==> config.mk <==
export PLATFORM = sky130hd
export DESIGN_NAME = mem_access_unit_flat
export DESIGN_NICKNAME = d
export VERILOG_FILES = /design/src/rtl/mem_access_unit_if.sv /design/src/rtl/mem_access_unit.sv /design/src/flat_wrapper.sv
export SDC_FILE = /design/constraint.sdc
export NUM_CORES = 1
export LEC_CHECK = 0
export CAP_MARGIN = 30
export CELL_PAD_IN_SITES_DETAIL_PLACEMENT = 0
export CELL_PAD_IN_SITES_GLOBAL_PLACEMENT = 1
export CORE_MARGIN = 2
export CORE_UTILIZATION = 33
export CTS_BUF_LIST = sky130_fd_sc_hd__clkbuf_16
export CTS_CLUSTER_DIAMETER = 80
export DETAILED_ROUTE_END_ITERATION = 7
export GPL_TIMING_DRIVEN = 0
export HOLD_SLACK_MARGIN = 0.08
export PLACE_DENSITY_LB_ADDON = 0.1
export SKIP_LAST_GASP = 1
export SLEW_MARGIN = 20
export SYNTH_ARGS = -nofsm -noshare
export SYNTH_HDL_FRONTEND = slang
export SYNTH_SLANG_ARGS = --single-unit
export TNS_END_PERCENT = 10
==> constraint.sdc <==
create_clock -name clk -period 4.4 [get_ports clk]
set_input_delay 0.88 -clock clk [delete_from_list [all_inputs] [get_ports clk]]
set_output_delay 0.88 -clock clk [all_outputs]
set_load 0.005 [all_outputs]
==> src/rtl/mem_access_unit_if.sv <==
// Data-memory port bundle: request/grant/response handshake between the
// load/store unit (master) and the data memory (slave).
interface mem_access_unit_if #(
   parameter int unsigned DMEM_AW = 12
) ();

   logic               mem_req;
   logic               mem_we;
   logic [DMEM_AW-1:0] mem_addr;
   logic [3:0]         mem_be;
   logic [31:0]        mem_wdata;
   logic               mem_gnt;
   logic               mem_rvalid;
   logic [31:0]        mem_rdata;

   modport master (
      output mem_req, mem_we, mem_addr, mem_be, mem_wdata,
      input  mem_gnt, mem_rvalid, mem_rdata
   );

   modport slave (
      input  mem_req, mem_we, mem_addr, mem_be, mem_wdata,
      output mem_gnt, mem_rvalid, mem_rdata
   );

endinterface

==> src/rtl/mem_access_unit.sv <==
// MEM-stage load/store unit: turns EX/MEM load/store controls into a
// req/gnt/rvalid transaction, lane-aligns store data, extends load data and
// stalls the upstream pipeline until the access completes.
module mem_access_unit #(
   parameter int unsigned DMEM_AW = 12
) (
   input  logic              clk,
   input  logic              rst,
   input  logic              i_memread,
   input  logic              i_memwrite,
   input  logic [1:0]        i_length,
   input  logic              i_sign,
   input  logic [31:0]       i_addr,
   input  logic [31:0]       i_wdata,
   output logic [31:0]       o_rdata,
   output logic              o_stall,
   output logic              o_misalign,
   mem_access_unit_if.master bus
);

   typedef enum logic [1:0] {
      StIdle  = 2'd0,
      StReq   = 2'd1,
      StWaitR = 2'd2
   } state_e;

   state_e             r_state;
   state_e             w_state_d;

   logic [DMEM_AW-1:0] r_addr;
   logic [3:0]         r_be;
   logic               r_we;
   logic [31:0]        r_wdata;
   logic [1:0]         r_len;
   logic               r_sign;
   logic [1:0]         r_off;
   logic [31:0]        r_rdata;

   logic               w_op;
   logic               w_aligned;
   logic               w_start;
   logic               w_done;
   logic               w_misalign;
   logic               w_load_done;
   logic [3:0]         w_be;
   logic [31:0]        w_wdata;
   logic [7:0]         w_byte;
   logic [15:0]        w_half;
   logic [31:0]        w_ext;
   logic               w_unused_addr;

   // Address bits above the memory window are don't-care.
   assign w_unused_addr = ^i_addr[31:DMEM_AW];

   assign w_op        = i_memread | i_memwrite;
   assign w_load_done = (r_state == StWaitR) & bus.mem_rvalid;

   // Alignment check on the incoming access size.
   always_comb begin
      w_aligned = 1'b1;
      unique case (i_length)
         2'b00:   w_aligned = 1'b1;
         2'b01:   w_aligned = ~i_addr[0];
         default: w_aligned = (i_addr[1:0] == 2'b00);
      endcase
   end

   // Byte-enable and lane replication for the incoming store.
   always_comb begin
      w_be    = 4'b1111;
      w_wdata = i_wdata;
      unique case (i_length)
         2'b00: begin
            w_be    = 4'b0001 << i_addr[1:0];
            w_wdata = {4{i_wdata[7:0]}};
         end
         2'b01: begin
            w_be    = i_addr[1] ? 4'b1100 : 4'b0011;
            w_wdata = {2{i_wdata[15:0]}};
         end
         default: begin
            w_be    = 4'b1111;
            w_wdata = i_wdata;
         end
      endcase
   end

   // Next-state logic; completion and misalignment are decided here.
   always_comb begin
      w_state_d  = r_state;
      w_start    = 1'b0;
      w_done     = 1'b0;
      w_misalign = 1'b0;
      unique case (r_state)
         StIdle: begin
            if (w_op) begin
               if (w_aligned) begin
                  w_start   = 1'b1;
                  w_state_d = StReq;
               end else begin
                  w_misalign = 1'b1;
               end
            end
         end
         StReq: begin
            if (bus.mem_gnt) begin
               if (r_we) begin
                  w_done    = 1'b1;
                  w_state_d = StIdle;
               end else begin
                  w_state_d = StWaitR;
               end
            end
         end
         StWaitR: begin
            if (bus.mem_rvalid) begin
               w_done    = 1'b1;
               w_state_d = StIdle;
            end
         end
         default: w_state_d = StIdle;
      endcase
   end

   // State register.
   always_ff @(posedge clk) begin
      if (rst) begin
         r_state <= StIdle;
      end else begin
         r_state <= w_state_d;
      end
   end

   // Request capture on access start and load-data holding register.
   always_ff @(posedge clk) begin
      if (rst) begin
         r_addr  <= '0;
         r_be    <= 4'b0000;
         r_we    <= 1'b0;
         r_wdata <= 32'h0;
         r_len   <= 2'b00;
         r_sign  <= 1'b0;
         r_off   <= 2'b00;
         r_rdata <= 32'h0;
      end else begin
         if (w_start) begin
            r_addr  <= {i_addr[DMEM_AW-1:2], 2'b00};
            r_be    <= w_be;
            r_we    <= i_memwrite;
            r_wdata <= w_wdata;
            r_len   <= i_length;
            r_sign  <= i_sign;
            r_off   <= i_addr[1:0];
         end
         if (w_load_done) begin
            r_rdata <= w_ext;
         end
      end
   end

   // Lane select and sign/zero extension of the returned read word.
   always_comb begin
      w_byte = bus.mem_rdata[7:0];
      unique case (r_off)
         2'd0: w_byte = bus.mem_rdata[7:0];
         2'd1: w_byte = bus.mem_rdata[15:8];
         2'd2: w_byte = bus.mem_rdata[23:16];
         2'd3: w_byte = bus.mem_rdata[31:24];
         default: w_byte = bus.mem_rdata[7:0];
      endcase
      w_half = r_off[1] ? bus.mem_rdata[31:16] : bus.mem_rdata[15:0];
      w_ext  = bus.mem_rdata;
      unique case (r_len)
         2'b00:   w_ext = {{24{r_sign & w_byte[7]}}, w_byte};
         2'b01:   w_ext = {{16{r_sign & w_half[15]}}, w_half};
         default: w_ext = bus.mem_rdata;
      endcase
   end

   assign bus.mem_req   = (r_state == StReq);
   assign bus.mem_we    = r_we;
   assign bus.mem_addr  = r_addr;
   assign bus.mem_be    = r_be;
   assign bus.mem_wdata = r_wdata;

   // Load data is forwarded combinationally in its completion cycle so MEM/WB
   // can capture it on the same edge the pipeline is released.
   assign o_rdata    = w_load_done ? w_ext : r_rdata;
   assign o_stall    = w_op & ~w_misalign & ~w_done;
   assign o_misalign = w_misalign;

endmodule

==> src/flat_wrapper.sv <==
// flat-port wrapper written by rule: the top's interface ports become plain ports
module mem_access_unit_flat 
#(
   parameter int unsigned DMEM_AW = 12
)
  (clk, rst, i_memread, i_memwrite, i_length, i_sign, i_addr, i_wdata, o_rdata, o_stall, o_misalign, bus_mem_req, bus_mem_we, bus_mem_addr, bus_mem_be, bus_mem_wdata, bus_mem_gnt, bus_mem_rvalid, bus_mem_rdata);
  mem_access_unit_if #(.DMEM_AW(DMEM_AW)) bus_i ();
  input  logic clk;
  input  logic rst;
  input  logic i_memread;
  input  logic i_memwrite;
  input  logic [1:0] i_length;
  input  logic i_sign;
  input  logic [31:0] i_addr;
  input  logic [31:0] i_wdata;
  output logic [31:0] o_rdata;
  output logic o_stall;
  output logic o_misalign;
  output wire logic [$bits(bus_i.mem_req)-1:0] bus_mem_req;
  output wire logic [$bits(bus_i.mem_we)-1:0] bus_mem_we;
  output wire logic [$bits(bus_i.mem_addr)-1:0] bus_mem_addr;
  output wire logic [$bits(bus_i.mem_be)-1:0] bus_mem_be;
  output wire logic [$bits(bus_i.mem_wdata)-1:0] bus_mem_wdata;
  input wire logic [$bits(bus_i.mem_gnt)-1:0] bus_mem_gnt;
  input wire logic [$bits(bus_i.mem_rvalid)-1:0] bus_mem_rvalid;
  input wire logic [$bits(bus_i.mem_rdata)-1:0] bus_mem_rdata;
  assign bus_mem_req = bus_i.mem_req;
  assign bus_mem_we = bus_i.mem_we;
  assign bus_mem_addr = bus_i.mem_addr;
  assign bus_mem_be = bus_i.mem_be;
  assign bus_mem_wdata = bus_i.mem_wdata;
  assign bus_i.mem_gnt = bus_mem_gnt;
  assign bus_i.mem_rvalid = bus_mem_rvalid;
  assign bus_i.mem_rdata = bus_mem_rdata;
  mem_access_unit #(.DMEM_AW(DMEM_AW)) u_core (.clk(clk), .rst(rst), .i_memread(i_memread), .i_memwrite(i_memwrite), .i_length(i_length), .i_sign(i_sign), .i_addr(i_addr), .i_wdata(i_wdata), .o_rdata(o_rdata), .o_stall(o_stall), .o_misalign(o_misalign), .bus(bus_i));
endmodule
Yosys cells after proc, flatten, opt, wreduce, memory -nomap -nowiden
Index checks and enable logic that the tools add are counted.
{"block": "classes", "n_bitwise": 9, "reduce_logical": 6, "n_eq_ne": 11, "magnitude_cmp": 0, "div": 0, "addsub": 0, "n_mux": 24, "n_mul": 0, "n_shift": 1}
{"op": "32-bit case mux with 2 select lines", "count": 2}
{"op": "32-bit two-way mux", "count": 1}
{"op": "8-bit case mux with 4 select lines", "count": 1}
{"op": "16-bit two-way mux", "count": 1}
{"op": "2-bit zero test", "count": 5}
{"op": "2-bit two-way mux", "count": 5}
{"op": "1-bit two-way mux", "count": 9}
{"op": "2-bit by 1-bit == test with 1-bit output (second input constant)", "count": 4}
{"op": "4-bit case mux with 2 select lines", "count": 1}
{"op": "2-bit == test (second input constant)", "count": 3}
{"op": "2-bit by 1-bit inequality test with 1-bit output (second input constant)", "count": 3}
{"op": "2-bit case mux with 3 select lines", "count": 1}
{"op": "1-bit bitwise AND", "count": 5}
{"op": "4-bit two-way mux", "count": 1}
{"op": "1-bit case mux with 2 select lines", "count": 2}
{"op": "4-bit AND reduction", "count": 1}
{"op": "1-bit by 2-bit left shift with 4-bit output (first input constant)", "count": 1}
{"op": "1-bit NOT", "count": 3}
{"op": "2-bit inequality test (second input constant)", "count": 1}
{"op": "1-bit OR", "count": 1}
{"block": "word_totals", "in_bits": 105, "latchBits": 0, "ff_bits": 86, "mem_count": 0, "romBits": 0, "mem_bits_rw": 0, "output_inout_bits": 84, "elab_cells": 60}

Logic depth before layout (Yosys ltp)
{"block": "depth", "word_depth": 8, "ltp_mapped": 8, "ltp_nobuf": 6}

Worst setup path before layout
No wires, ideal clock.
{"block": "synth_path", "kind": "input to output", "from": "input port bus_mem_rvalid", "to": "output port o_rdata[5]", "path_stages": 4, "arrival_time_ns": 1.785, "path_slack_ns": 1.735, "path_buffers": 1, "required_ns": 3.520, "path_cell_list": "nand2_1 -> clkbuf_1 -> a2111oi_1 -> nor2_1"}
{"block": "synth_via", "elab_chain_len": 2}
{"element": "start, declared", "line_no": "flat_wrapper.sv:25", "source": "input wire logic [$bits(bus_i.mem_rvalid)-1:0] bus_mem_rvalid;"}
{"element": "1-bit bitwise AND", "line_no": "mem_access_unit.sv:56", "source": "assign w_load_done = (r_state == StWaitR) & bus.mem_rvalid;"}
{"element": "32-bit two-way mux"}
{"element": "end, declared", "line_no": "flat_wrapper.sv:16", "source": "output logic [31:0] o_rdata;"}
No other way between the ends.

Final worst setup path
Same ends and word-level chain as after synthesis.

==> impl_metrics.env <==
export IMPL_cts_buffers=9
export IMPL_drc_errors=0
export IMPL_io_pins=189
export IMPL_drt_first_iter_violations=400
export IMPL_synth_avg_cell_area_um2=8.01
export IMPL_relSlewSlack_pct=55.5
export IMPL_row_count=43
export IMPL_setup_worst_path_start_class="input port"
export IMPL_synth_edf_count=0
export IMPL_finalSetupViolCount=0
export IMPL_ys_types=49
export IMPL_worstPathRequired_ns=3.52
export IMPL_synth_xor_area_share_pct=0
export IMPL_p_comb_share_pct=28.0
export IMPL_ir_worst_vdd_mv=0.198
export IMPL_hold_viol_final=0
export IMPL_p_leak_nw=2.49
export IMPL_synth_top_cell_by_area="dfxtp_1"
export IMPL_crit_path_start="bus_mem_rvalid"
export IMPL_synth_cells=574
export IMPL_fin_crit_sh_pct=92.0
export IMPL_p_int_w=0.00170
export IMPL_die_h_um=122
export IMPL_synth_adder_area_share_pct=0.817
export IMPL_numPortBuffers=165
export IMPL_syn_area_um2=4600
export IMPL_yosysWarnings=0
export IMPL_dr_pass1_iters=5
export IMPL_die_area_um2=14900
export IMPL_synth_compound_area_share_pct=24.7
export IMPL_synth_top_family_by_area="simple AND/OR/NAND/NOR gates"
export IMPL_p_clk_share_pct=35.6
export IMPL_holdCritPathClass="register to register"
export IMPL_initial_core_util_pct=33.5
export IMPL_synthFlopType="dfxtp_1"
export IMPL_cts_clk_slew_worst_paths_ns=0.06
export IMPL_seq_power_share_pct=36.4
export IMPL_critPathArrivalTime_ns=3.17
export IMPL_slew_violations=0
export IMPL_period_minus_slack_ns=4.05
export IMPL_clock_sinks=86
export IMPL_seq_area_frac_synth_pct=37.5
export IMPL_clk_latency_ns=0.36
export IMPL_clk_path_buf_depth=2
export IMPL_track_usage_pct=22.4
export IMPL_antenna_found_initial=0
export IMPL_synth_simple_area_share_pct=24.8
export IMPL_grt_first_pass_wirelength_um=25600
export IMPL_via_count=4920
export IMPL_maxCapViolCount=0
export IMPL_finClkSkew_ns=0.00896
export IMPL_ant_nets=0
export IMPL_cellPowerDensity_nw_per_um2=357
export IMPL_nets=859
export IMPL_stdcell_count=936
export IMPL_fillers=1362
export IMPL_dpl_cell_count=920
export IMPL_final_util_pct=49.6
export IMPL_setup_tns_ns=0
export IMPL_cts_tree="yes"
export IMPL_sw_frac_of_total_pct=30.1
export IMPL_synth_mux_area_share_pct=5.88
export IMPL_core_um2=13700
export IMPL_async_flop_share_pct=0
export IMPL_switchingPower_w=0.000732
export IMPL_synth_area_leaders="dfxtp_1, nand2_1, a21oi_1"
export IMPL_ctsResizeCount=0
export IMPL_critPathCaptureType="output port"
export IMPL_die_w_um=122
export IMPL_worst_pin_slew_ns=0.668
export IMPL_synth_top_area_share_pct=37.5
export IMPL_layout_drive_gt1_share_pct=8.07
export IMPL_path_max_fanout=10
export IMPL_detail_route_wl_per_cell_um=17.8
export IMPL_grt_max_degree=17
export IMPL_vias_per_cell=5.26
export IMPL_htreeDepth=3
export IMPL_cts_hold_buf=0
export IMPL_syn_to_final_growth_pct=48.1
export IMPL_synth_seq_cells=86
export IMPL_cts_root_buf="clkbuf_16"
export IMPL_post_cts_setup_buffers=0
export IMPL_outcome="completed"
export IMPL_gp_congestion=0.860
export IMPL_r2r_start="u_core.r_state[0]$_SDFFE_PP0P_"
export IMPL_diodes=0
export IMPL_grt_pass1_vias=4765
export IMPL_wl_um=16700
export IMPL_dpl_hpwl_um=12800
export IMPL_fmax_mhz=247
export IMPL_crit_type="input port to output port"
export IMPL_rsz0062_at_grt="false"
export IMPL_grt_overflow=0
export IMPL_worstHoldStart="u_core.bus.mem_addr[3]$_SDFFE_PP0P_"
[critical path, cell delays in order]
cell,delay [ns]
clkdlybuf4s50_1,0.51
nand2_1,0.24
clkbuf_1,0.36
a2111oi_1,0.58
nor2_1,0.13
clkdlybuf4s50_1,0.47
[registers in the layout (all words and copies together), names as in the netlist]
register	count
u_core.bus.mem_addr	10
u_core.bus.mem_be	4
u_core.bus.mem_wdata	32
u_core.bus.mem_we	1
u_core.r_len	2
u_core.r_off	2
u_core.r_rdata	32
u_core.r_sign	1
u_core.r_state	2
[cell families (layout without fill, tap and decap cells)]
group | Yosys count | count (layout)
AOI/OAI and AO/OA | 168 | 168
adders and majority gates | 3 | 3
buffers and inverters | 59 | 240
DFF | 86 | 86
muxes | 26 | 26
other | 1 | 2
and+or+nand+nor | 231 | 231
[per-layer routing]
| layer | share of wire [%] | track usage (%) | wire (um) | vias to the layer above |
|---|---|---|---|---|
| met5 | 0 | 0 | 0 | - |
| met4 | 1.7 | 7.76 | 280 | 0 |
| met3 | 7.1 | 4.82 | 1180 | 21 |
| met2 | 47 | 35.8 | 7760 | 179 |
| met1 | 45 | 30.0 | 7460 | 2317 |
| li1 | - | - | - | 2403 |
[cell usage in the layout, fill, tap and decap left out, types with 2 or more instances in the layout]
cell type / n
a2111oi_1: 6
a211oi_1: 19
a211oi_2: 7
a21oi_1: 60
a22o_1: 2
a311oi_1: 11
a31oi_1: 8
and2_1: 18
and3b_1: 9
buf_2: 19
buf_4: 6
buf_6: 3
bufinv_16: 2
clkbuf_1: 23
clkbuf_16: 9
clkdlybuf4s50_1: 165
conb_1: 2
dfxtp_1: 86
ha_1: 3
inv_1: 5
inv_6: 2
mux2_4: 2
mux2i_1: 24
nand2_1: 83
nand2b_1: 6
nand3b_1: 7
nor2_1: 53
nor2b_1: 20
nor3_1: 24
nor3b_1: 2
o211ai_1: 8
o21ai_0: 19
o21bai_1: 2
o22ai_1: 17
o31ai_1: 2
or3b_1: 2
[power groups by stage]
| stage | clock network [W] | logic, W | registers (W) |
|---|---|---|---|
| 6_report | 0.000866 | 0.000680 | 0.000886 |
| 5_1_grt | 0.000915 | 0.000741 | 0.000895 |
| 4_1_cts | 0.000881 | 0.000682 | 0.000887 |
| 3_5_place_dp | 0 | 0.000678 | 0.000904 |
| 3_3_place_gp | 0 | 0.000671 | 0.000903 |
| 2_1_floorplan | 0 | 0.000334 | 0.000902 |
[cells in the mapped netlist, drive strengths merged (6+ instances only)]
library cell	number
nand2b	6
o22ai	17
nor2	53
dfxtp	86
nand2	83
a21oi	61
clkbuf	24
nand3b	7
a31oi	8
o21ai	20
a2111oi	6
and2	18
nor3	24
nor2b	20
o211ai	8
a211oi	26
and3b	9
buf	29
a311oi	11
mux2i	24
[stage by stage]
step	hold WS [ns]	setup WS [ns]	area [um^2]	total power (W)
after global routing	0.472	0.206	6810	0.00255
after floorplan	0.452	1.73	4600	0.00124
after global placement	0.443	0.344	6480	0.00157
after CTS	0.460	0.355	6810	0.00245
final	0.454	0.352	6810	0.00243
after detailed placement	0.449	0.364	6480	0.00158
[final cells by class]
class	count	area, um^2	share of cell area, %
inverters	6	22.5	0.331
repair buffers	165	1650	24.3
clock inverters	7	105	1.54
clock buffers	9	225	3.31
flip-flops and latches	86	1720	25.3
plain buffers	53	269	3.95
well taps	180	225	3.31
multi-input cells	430	2590	38.0
[worst paths after layout]
path                                                       endpoint  depth (start not counted)  slack, ns
worst max-delay path                                     o_rdata[5]                          6       0.35
worst min-delay path            u_core.bus.mem_addr[3]$_SDFFE_PP0P_                          2       0.45
worst max register to register        u_core.r_rdata[30]$_SDFF_PP0_                          6       2.36
worst min register to register  u_core.bus.mem_addr[3]$_SDFFE_PP0P_                          2       0.45
Power figures use the tool's default switching activity.
